==> config.mk <==
export PLATFORM = sky130hd
export DESIGN_NAME = program_loader
export DESIGN_NICKNAME = d
export VERILOG_FILES = /design/src/rtl/cpu_pkg.sv /design/src/rtl/program_loader.sv
export SDC_FILE = /design/constraint.sdc
export NUM_CORES = 1
export LEC_CHECK = 0
export ABC_AREA = 1
export CAP_MARGIN = 0
export CORE_UTILIZATION = 47
export DETAILED_ROUTE_END_ITERATION = 8
export DONT_BUFFER_PORTS = 1
export PLACE_DENSITY_LB_ADDON = 0.1
export SYNTH_ARGS = -nofsm -noshare
export SYNTH_HDL_FRONTEND = slang
export SYNTH_SLANG_ARGS = --single-unit
==> constraint.sdc <==
create_clock -name clock -period 2.4 [get_ports clock]
set_clock_uncertainty 0.05 [all_clocks]
set_input_delay 0.48 -clock clock [delete_from_list [all_inputs] [get_ports clock]]
set_output_delay 0.48 -clock clock [all_outputs]
set_load 0.005 [all_outputs]
==> src/rtl/cpu_pkg.sv <==
`default_nettype none
// ============================================================================
// Package     : cpu_pkg
// Description : Widths shared by the RISC CPU, its memory, PC and the program
//               loader, plus the program loader state encoding.
// Contents    : CPU_DATA_W  - instruction / memory word width
//               CPU_ADDR_W  - memory address width (image = 2**CPU_ADDR_W words)
//               CPU_PC_W    - program counter width (spans the memory)
//               loader_state_t - program loader FSM states
// Revision    : 1.0 - initial release
// ============================================================================
package cpu_pkg;

    localparam int CPU_DATA_W = 8;
    localparam int CPU_ADDR_W = 5;
    localparam int CPU_PC_W   = CPU_ADDR_W;

    typedef enum logic [2:0] {
        ST_IDLE  = 3'd0,
        ST_LOAD  = 3'd1,
        ST_CHECK = 3'd2,
        ST_DONE  = 3'd3,
        ST_ERROR = 3'd4
    } loader_state_t;

endpackage
`default_nettype wire

==> src/rtl/program_loader.sv <==
`default_nettype none
// ============================================================================
// Module      : program_loader
// Description : Boot/program loader. Takes an image word stream over a
//               valid/ready handshake, writes it to CPU memory from address 0,
//               verifies an optional trailing checksum word and holds the CPU
//               halted until a clean image is in place.
// Ports       : clock       - system clock, rising edge
//               reset       - asynchronous active-low reset
//               load_start  - pulse: begin a new load (IDLE/DONE/ERROR)
//               load_abort  - pulse: cancel an in-progress load
//               in_valid    - data_in carries a word
//               in_ready    - loader accepts a word this cycle
//               data_in     - image / checksum word
//               mem_we      - memory write strobe, one cycle per image word
//               mem_addr    - memory write address
//               mem_wdata   - memory write data
//               cpu_hold    - 1: CPU must stay halted with PC at 0
//               load_done   - image loaded and verified (level)
//               load_error  - checksum mismatch or abort (level)
//               word_count  - image words accepted in the current load
// Revision    : 1.0 - initial release
// ============================================================================
module program_loader
    import cpu_pkg::*;
#(
    parameter int DATA_W      = CPU_DATA_W,
    parameter int ADDR_W      = CPU_ADDR_W,
    parameter int CHECKSUM_EN = 1
) (
    input  logic              clock,
    input  logic              reset,
    input  logic              load_start,
    input  logic              load_abort,
    input  logic              in_valid,
    output logic              in_ready,
    input  logic [DATA_W-1:0] data_in,
    output logic              mem_we,
    output logic [ADDR_W-1:0] mem_addr,
    output logic [DATA_W-1:0] mem_wdata,
    output logic              cpu_hold,
    output logic              load_done,
    output logic              load_error,
    output logic [ADDR_W:0]   word_count
);

    localparam logic [ADDR_W-1:0] LAST_ADDR = '1;

    loader_state_t     state;
    loader_state_t     state_nxt;
    logic [ADDR_W-1:0] addr;
    logic [DATA_W-1:0] acc;
    logic [DATA_W-1:0] acc_sum;
    logic              beat;
    logic              start_ok;

    assign in_ready = (state == ST_LOAD) || (state == ST_CHECK);
    // An abort discards any beat offered in the same cycle.
    assign beat     = in_valid && in_ready && !load_abort;
    assign start_ok = load_start &&
                      ((state == ST_IDLE) || (state == ST_DONE) || (state == ST_ERROR));
    // Wrapping add: the image plus its checksum word must sum to zero.
    assign acc_sum  = acc + data_in;

    always_comb begin
        state_nxt = state;
        case (state)
            ST_IDLE, ST_DONE, ST_ERROR: begin
                if (load_start) state_nxt = ST_LOAD;
            end
            ST_LOAD: begin
                if (load_abort)
                    state_nxt = ST_ERROR;
                else if (beat && (addr == LAST_ADDR))
                    state_nxt = (CHECKSUM_EN != 0) ? ST_CHECK : ST_DONE;
            end
            ST_CHECK: begin
                if (load_abort)
                    state_nxt = ST_ERROR;
                else if (beat)
                    state_nxt = (acc_sum == '0) ? ST_DONE : ST_ERROR;
            end
            default: state_nxt = ST_IDLE;
        endcase
    end

    always_ff @(posedge clock or negedge reset) begin
        if (!reset) begin
            state      <= ST_IDLE;
            addr       <= '0;
            acc        <= '0;
            mem_we     <= 1'b0;
            mem_addr   <= '0;
            mem_wdata  <= '0;
            cpu_hold   <= 1'b1;
            load_done  <= 1'b0;
            load_error <= 1'b0;
            word_count <= '0;
        end else begin
            state      <= state_nxt;
            mem_we     <= 1'b0;
            // Status flags are registered from the next state so they change
            // together with the state itself; the CPU is re-held the cycle
            // after a new load leaves DONE.
            cpu_hold   <= (state_nxt != ST_DONE);
            load_done  <= (state_nxt == ST_DONE);
            load_error <= (state_nxt == ST_ERROR);

            if (start_ok) begin
                addr       <= '0;
                acc        <= '0;
                word_count <= '0;
            end

            if ((state == ST_LOAD) && beat) begin
                mem_we     <= 1'b1;
                mem_addr   <= addr;
                mem_wdata  <= data_in;
                acc        <= acc_sum;
                word_count <= word_count + (ADDR_W+1)'(1);
                // Address saturates at the last word; the state leaves LOAD
                // on that beat so nothing further is written.
                if (addr != LAST_ADDR) addr <= addr + ADDR_W'(1);
            end
        end
    end

endmodule
`default_nettype wire
==> metrics, run 1 <==
endpoint arrival time on the critical path between 2 and 2.5 ns; combinational group share of total power a little over a fifth; worst-case clock buffer depth 2; count of state elements after synthesis 39; Worst path top cell family by delay simple AND/OR/NAND/NOR gates; leakage roughly 0.0012 uW; clock network latency to the later pin of the worst-skew pair around 0.29 ns; Critical-path top delay cell sky130_fd_sc_hd__dfrtp_1; final cell area excluding filler cells around 2200 um2; placed instance area between 2000 and 2500 um2; HP Start data_in[5]; Worst Path Max Fanout 3; setup total negative slack 0 ns; die boundary height a little under 70 um; most common flop cell mapped by yosys sky130_fd_sc_hd__dfrtp_1; clock buffers created by TritonCTS 5; Post-synth EDFFs 0; number of distinct library cells after synthesis 22; sink count of the clock tree 39; number of vias after detailed routing approximately 1.6k; RSZ-0062 raised after global routing no; maximum cell stage delay along the critical path 0.38 ns; area fraction of the dominant cell type after synthesis a little under half; CTS H-tree lvls 2; Layout area overhead 9.41%; hold_ws 0.248 ns; startpoint kind of the worst setup timing path register; number of global-route vias before repair roughly 1.5k; internal portion of total power roughly 1200 uW; Die Outline Area 4630 um2; time the final worst path needs with I/O delays and setup ~2.1 ns; share of the yosys chip area belonging to registers approximately 48%; Tightest Pin Transition a little over 0.5 ns; post-synthesis cell area between 2000 and 2500 um2; proportion of layout cells with a drive suffix above 1 around 6.7%; wire length after detailed routing 4.10 mm; remaining number of nets flagged by the antenna check after routing 0; CTS tree done; net switching power 554 uW; final count of pins violating max slew 0; count of maximum capacitance violations 0; RR Startpoint acc[0]; row cnt 23; proportion of power drawn by the clock network 28.1%; cell type with the highest aggregate area in the netlist sky130_fd_sc_hd__dfrtp_1; crit path buf inv count 1; class of the tightest hold or removal check input port to register; cell repeated most along the worst path sky130_fd_sc_hd__nand2_1; Port Buffer Count 0; ant diodes 0; buffer cell driving the clock tree root sky130_fd_sc_hd__clkbuf_8; Worst Hold Depth 2; horizontal die dimension between 60 and 70 um; final count of negative-setup-slack endpoints 0; largest net degree at the start of global routing 40; Post-layout nets between 200 and 300; routed vias/inst slightly above 5; Worst-path clk slew ~0.07 ns; warnings from Yosys 0; number of cells on the worst reg-to-reg path 17; largest vdd supply drop 0.334 mV; overall global routing resource usage between 20% and 30%; drt wl/cell 12.9 um; total iterations of the first detailed-routing run 4; Fmax 0.476 GHz; endpoint required time on the critical path 2.58 ns; total DRC errors in the routed layout 0; Power Total between 1500 and 2000 uW; Post-Synthesis Mean Instance Area a little under 8 um2; weighted congestion reported at the end of routability-driven placement 0.855; slew margin rel. approximately 66%; power density cells 773 nW/um2; Async SR Flop Fraction 100%; count of routing violations after the opening detailed-route iteration 68; Worst Hold Endpoint mem_wdata[5]; run status completed; number of antenna violations at the first check in global routing 0; wire length of the first global-routing pass slightly below 7 mm; placed wire-length estimate roughly 2.9 mm; register-to-register setup slack approximately 0.30 ns; total nets after synthesis roughly 290; period utilisation layout 87.5%; # IOs 37; total global routing overflow 0; Crit. End Element register; top cell types by occurrence after synthesis sky130_fd_sc_hd__nand2_1 (90), sky130_fd_sc_hd__dfrtp_1 (38), sky130_fd_sc_hd__inv_1 (33); hold violation count in the final report 0; share of total power in sequential cells between 50 and 60%; most repeated cell in the gate-level netlist after synthesis sky130_fd_sc_hd__nand2_1; capture point of the worst reg-to-reg path load_done; starting density of the core around 50%; Syn Inst Count 261; final standard cell utilization of the core between 50 and 60%; critical setup path kind register to register; area of the core just over 4000 um2; critical path cell sequence ha_1 > fa_2 > nand2_1 > nand3_1 > nand3_1 > nand2_1 > nand2_1 > nand2_1 > nor2_1 > nand2_1 > nand2_2 > nand2_2 > nand2_1 > nand2_1 > nand2_2 > nand2_2 > inv_1; Area contributors post-synth sky130_fd_sc_hd__dfrtp_1 (46%), sky130_fd_sc_hd__nand2_1 (16%), sky130_fd_sc_hd__nand3_1 (7.3%); net switching share of the total power between 30% and 40%
[power by group through the flow]
stage / Sequential, uW / Combinational [uW] / Clock, uW
2_1_floorplan: 858 / 293 / 0
3_3_place_gp: 876 / 356 / 0
3_5_place_dp: 881 / 360 / 0
4_1_cts: 869 / 382 / 503
5_1_grt: 890 / 449 / 532
6_report: 868 / 378 / 486
[per-layer routing]
metal	global-route usage (%)	up-vias	wire length [um]
li1	-	837	-
met1	26.4	742	2060
met2	32.7	29	1820
met3	5.17	6	155
met4	8.85	0	59
met5	0	-	0
[cells by family after synthesis]
group                      after synthesis  share of synthesized area (%)
and+or+nand+nor                        141                           28.8
buffers and inverters                   39                           7.27
DFF                                     39                           47.7
AOI/OAI and AO/OA                       26                           6.90
adders and majority gates               11                           7.09
xor gates and xnor gates                 3                           1.28
muxes                                    2                          0.977
[per-stage QoR]
| step | instances | setup WS (ns) |
|---|---|---|
| after floorplan | 261 | 0.290 |
| after global placement | 308 | 0.167 |
| after detailed placement | 308 | 0.139 |
| after CTS | 318 | 0.232 |
| after global routing | 318 | 0.0625 |
| final | 318 | 0.301 |
[state kept, by name, summed over array words and instances, names as in the netlist, 3 cells and up]
signal,cells
addr,5
word_count,6
mem_addr,5
state,3
mem_wdata,8
acc,8
[repair_timing]
| action | CTS | global route |
|---|---|---|
| endpoints found under the hold margin | 39 | 0 |
| setup buffers | 0 | 0 |
| hold buffers | 2 | 0 |
| resized for setup | 0 | 1 |
| setup endpoints to repair | 0 | 1 |
[worst max-delay path by stage]
stage                     from         to  slack, ns  depth (start not counted)
global placement    data_in[0]  load_done       0.17                         17
CTS                     acc[0]  load_done       0.23                         17
floorplan           data_in[0]  load_done       0.29                         17
global route            acc[0]  load_done       0.06                         17
detailed placement  data_in[0]  load_done       0.14                         17
finish                  acc[0]  load_done       0.30                         17
[cell type report]
class                   instances  area (um2)
multi-input cells             183         925
fillers                       403        1850
clock buffers                   8         100
repair buffers                  5        52.6
flip-flops and latches         39         977
inverters                      33         124
well taps                      50        62.6
[layout by cell type, fill, tap and decap left out]
cell type                       netlist  routed
sky130_fd_sc_hd__nand2_1             90      90
sky130_fd_sc_hd__nor2_1              11      11
sky130_fd_sc_hd__nand3_1             30      30
sky130_fd_sc_hd__a32oi_1              1       1
sky130_fd_sc_hd__a21boi_0             1       1
sky130_fd_sc_hd__fa_2                 0       1
sky130_fd_sc_hd__buf_12               0       1
sky130_fd_sc_hd__inv_1               33      33
sky130_fd_sc_hd__clkbuf_8             0       7
sky130_fd_sc_hd__clkbuf_1             4       1
sky130_fd_sc_hd__mux2i_1              2       2
sky130_fd_sc_hd__xnor2_1              1       1
sky130_fd_sc_hd__buf_4                0       3
sky130_fd_sc_hd__nor3_1               2       2
sky130_fd_sc_hd__a22oi_1              1       1
sky130_fd_sc_hd__dlygate4sd3_1        0       1
sky130_fd_sc_hd__o21ai_0             17      17
sky130_fd_sc_hd__nand2_2              5       5
sky130_fd_sc_hd__a21oi_1              4       4
sky130_fd_sc_hd__xor2_1               2       2
sky130_fd_sc_hd__nand4_1              3       3
sky130_fd_sc_hd__ha_1                10      10
sky130_fd_sc_hd__dfstp_2              1       1
sky130_fd_sc_hd__dfrtp_1             38      38
sky130_fd_sc_hd__o22ai_1              2       2
(Power assumes the default switching activity.)
==> inputs of run 2 (changes only) <==
--- a/config.mk
+++ b/config.mk
@@ -7,7 +7,10 @@
 export LEC_CHECK = 0
 export ABC_AREA = 1
 export CAP_MARGIN = 0
-export CORE_UTILIZATION = 47
+export CELL_PAD_IN_SITES_DETAIL_PLACEMENT = 0
+export CELL_PAD_IN_SITES_GLOBAL_PLACEMENT = 2
+export CORE_MARGIN = 10
+export CORE_UTILIZATION = 36
 export DETAILED_ROUTE_END_ITERATION = 8
 export DONT_BUFFER_PORTS = 1
 export PLACE_DENSITY_LB_ADDON = 0.1
==> metrics, run 2 (same netlist as run 1, synthesis figures left out) <==
Fmax 0.466 GHz (-2.2%); placed cell count 330 (+7.1%); RSZ-0062 raised after global routing no; overall global routing resource usage 11.3% (-9.3 points); ant diodes 0 (unchanged); sink count of the clock tree 39 (unchanged); CTS tree done; horizontal die dimension 95.4 um (+40%); remaining number of nets flagged by the antenna check after routing 0 (unchanged); drt wl/cell 14.2 um (+10%); Layout area overhead 11.4%; number of fill cells in the layout 597 (+48%); class of the tightest hold or removal check input port to register; endpoint required time on the critical path 2.59 ns (about the same); critical setup path kind register to register; number of vias after detailed routing 1632 (+1.1%); CTS H-tree lvls 2 (unchanged); total iterations of the first detailed-routing run 4 (unchanged); count of routing violations after the opening detailed-route iteration 52 (-24%); setup total negative slack 0 ns (unchanged); wire length of the first global-routing pass 8.02 mm (+15%); routed vias/inst 4.80 (-5.4%); # IOs 37 (unchanged); die boundary height 95.4 um (+40%); area of the core 5510 um2 (+35%); clock buffers created by TritonCTS 5 (unchanged); Worst-path clk slew 0.08 ns (about the same); commonest non-fill, non-tap cell in the layout sky130_fd_sc_hd__nand2_1; slew margin rel. 74.0% (+8.5 points); power density cells 766 nW/um2 (-0.96%); wire length after detailed routing 4.83 mm (+18%); Post-layout nets 291 (unchanged); non-filler cells, final 340 (+6.9%); placed wire-length estimate 3.50 mm (+22%); time the final worst path needs with I/O delays and setup 2.15 ns (+0.0481 ns); row cnt 27 (+17%); largest vdd supply drop 0.338 mV (+1.4%); endpoint arrival time on the critical path 2.34 ns (+0.06 ns); proportion of layout cells with a drive suffix above 1 7.84% (+1.1 points); final count of pins violating max slew 0 (unchanged); total global routing overflow 0 (unchanged); count of maximum capacitance violations 0 (unchanged); weighted congestion reported at the end of routability-driven placement 0.790 (-7.6%); starting density of the core 37.2% (-13 points); postcts setup bufs 0 (unchanged); total DRC errors in the routed layout 0 (unchanged); number of antenna violations at the first check in global routing 0 (unchanged); Die Outline Area 9110 um2 (+97%); startpoint kind of the worst setup timing path register; run status completed; Tightest Pin Transition 0.388 ns (-0.128 ns); hold violation count in the final report 0 (unchanged); number of global-route vias before repair 1608 (+5.3%); buffer cell driving the clock tree root sky130_fd_sc_hd__clkbuf_8; top library cells by usage in the layout, fill and taps aside sky130_fd_sc_hd__nand2_1 (90), sky130_fd_sc_hd__dfrtp_1 (38), sky130_fd_sc_hd__inv_1 (33); leakage 0.00123 uW (+0.35%); Port Buffer Count 0 (unchanged); final count of negative-setup-slack endpoints 0 (unchanged); leading registers by flop count acc: 8 flops, mem_wdata: 8 flops, word_count: 6 flops; Crit. End Element register; clock network latency to the later pin of the worst-skew pair 0.30 ns (about the same); period utilisation layout 89.5% (+2.0 points); worst-case clock buffer depth 2 (unchanged); largest net degree at the start of global routing 40 (unchanged); Worst Path Max Fanout 3 (unchanged)
[run 2: worst max-delay path, stage by stage, from the launching register on]
cell and delay (ns):
sky130_fd_sc_hd__dfrtp_1 0.39, sky130_fd_sc_hd__ha_2 0.20, sky130_fd_sc_hd__fa_2 0.42, sky130_fd_sc_hd__xor2_1 0.18
sky130_fd_sc_hd__nor2_1 0.12, sky130_fd_sc_hd__nand3_1 0.08, sky130_fd_sc_hd__nor2_1 0.13, sky130_fd_sc_hd__nand2_1 0.09
sky130_fd_sc_hd__nand2_2 0.08, sky130_fd_sc_hd__nand2_2 0.05, sky130_fd_sc_hd__nand2_1 0.07, sky130_fd_sc_hd__nand2_1 0.06
sky130_fd_sc_hd__nand2_2 0.06, sky130_fd_sc_hd__nand2_2 0.06, sky130_fd_sc_hd__inv_1 0.05
[run 2: stage by stage]
step	hold WS (ns)	instance area (um2)	util (%)	worst slack (ns)	total power, uW
2_1_floorplan	0.134	2050	-	0.290	1150
3_5_place_dp	0.136	2140	38.8	0.0960	1260
4_1_cts	0.226	2270	41.1	0.181	1780
3_3_place_gp	0.136	2140	38.8	0.140	1260
6_report	0.239	2280	41.4	0.253	1750
5_1_grt	0.233	2280	41.4	0.0166	1890
[run 2: where the power goes]
part / leakage, uW / switching (uW) / internal (uW)
combinational: 0.000657 / 238 / 146
sequential: 0.000519 / 101 / 772
clock: 0.0000515 / 227 / 262
total: 0.00123 / 566 / 1180
[run 2: worst paths after layout]
kind | startpoint | endpoint | slack (ns) | depth (start not counted)
setup / recovery | acc[0] | load_done | 0.25 | 14
hold / removal | data_in[2] | mem_wdata[2] | 0.24 | 2
setup reg to reg | acc[0] | load_done | 0.25 | 14
hold reg to reg | word_count[5] | word_count[5] | 0.46 | 1
max in group asynchronous | reset | cpu_hold | 1.43 | 2
min in group asynchronous | reset | acc[5] | 0.61 | 2
[run 2: metal layers]
| metal | global-route usage [%] | share of wire (%) |
|---|---|---|
| met4 | 3.69 | 1.1 |
| met2 | 16.8 | 43 |
| met5 | 0 | 0 |
| met3 | 5.34 | 9.1 |
| met1 | 14.2 | 47 |
[run 2: layout make-up]
cell class                 count  area (um2)  area share [%]
clock buffer                   8         100            4.39
inverter                      33         124            5.43
multi-input combinational    183         937            41.1
sequential                    39         977            42.8
tap                           72        90.1            3.95
timing repair buffer           5        52.6            2.30
[run 2: what timing repair did]
item,CTS,global route
hold endpoints to repair,39,0
hold buffers,2,0
resized for setup,0,4
endpoints found under the setup margin,0,2
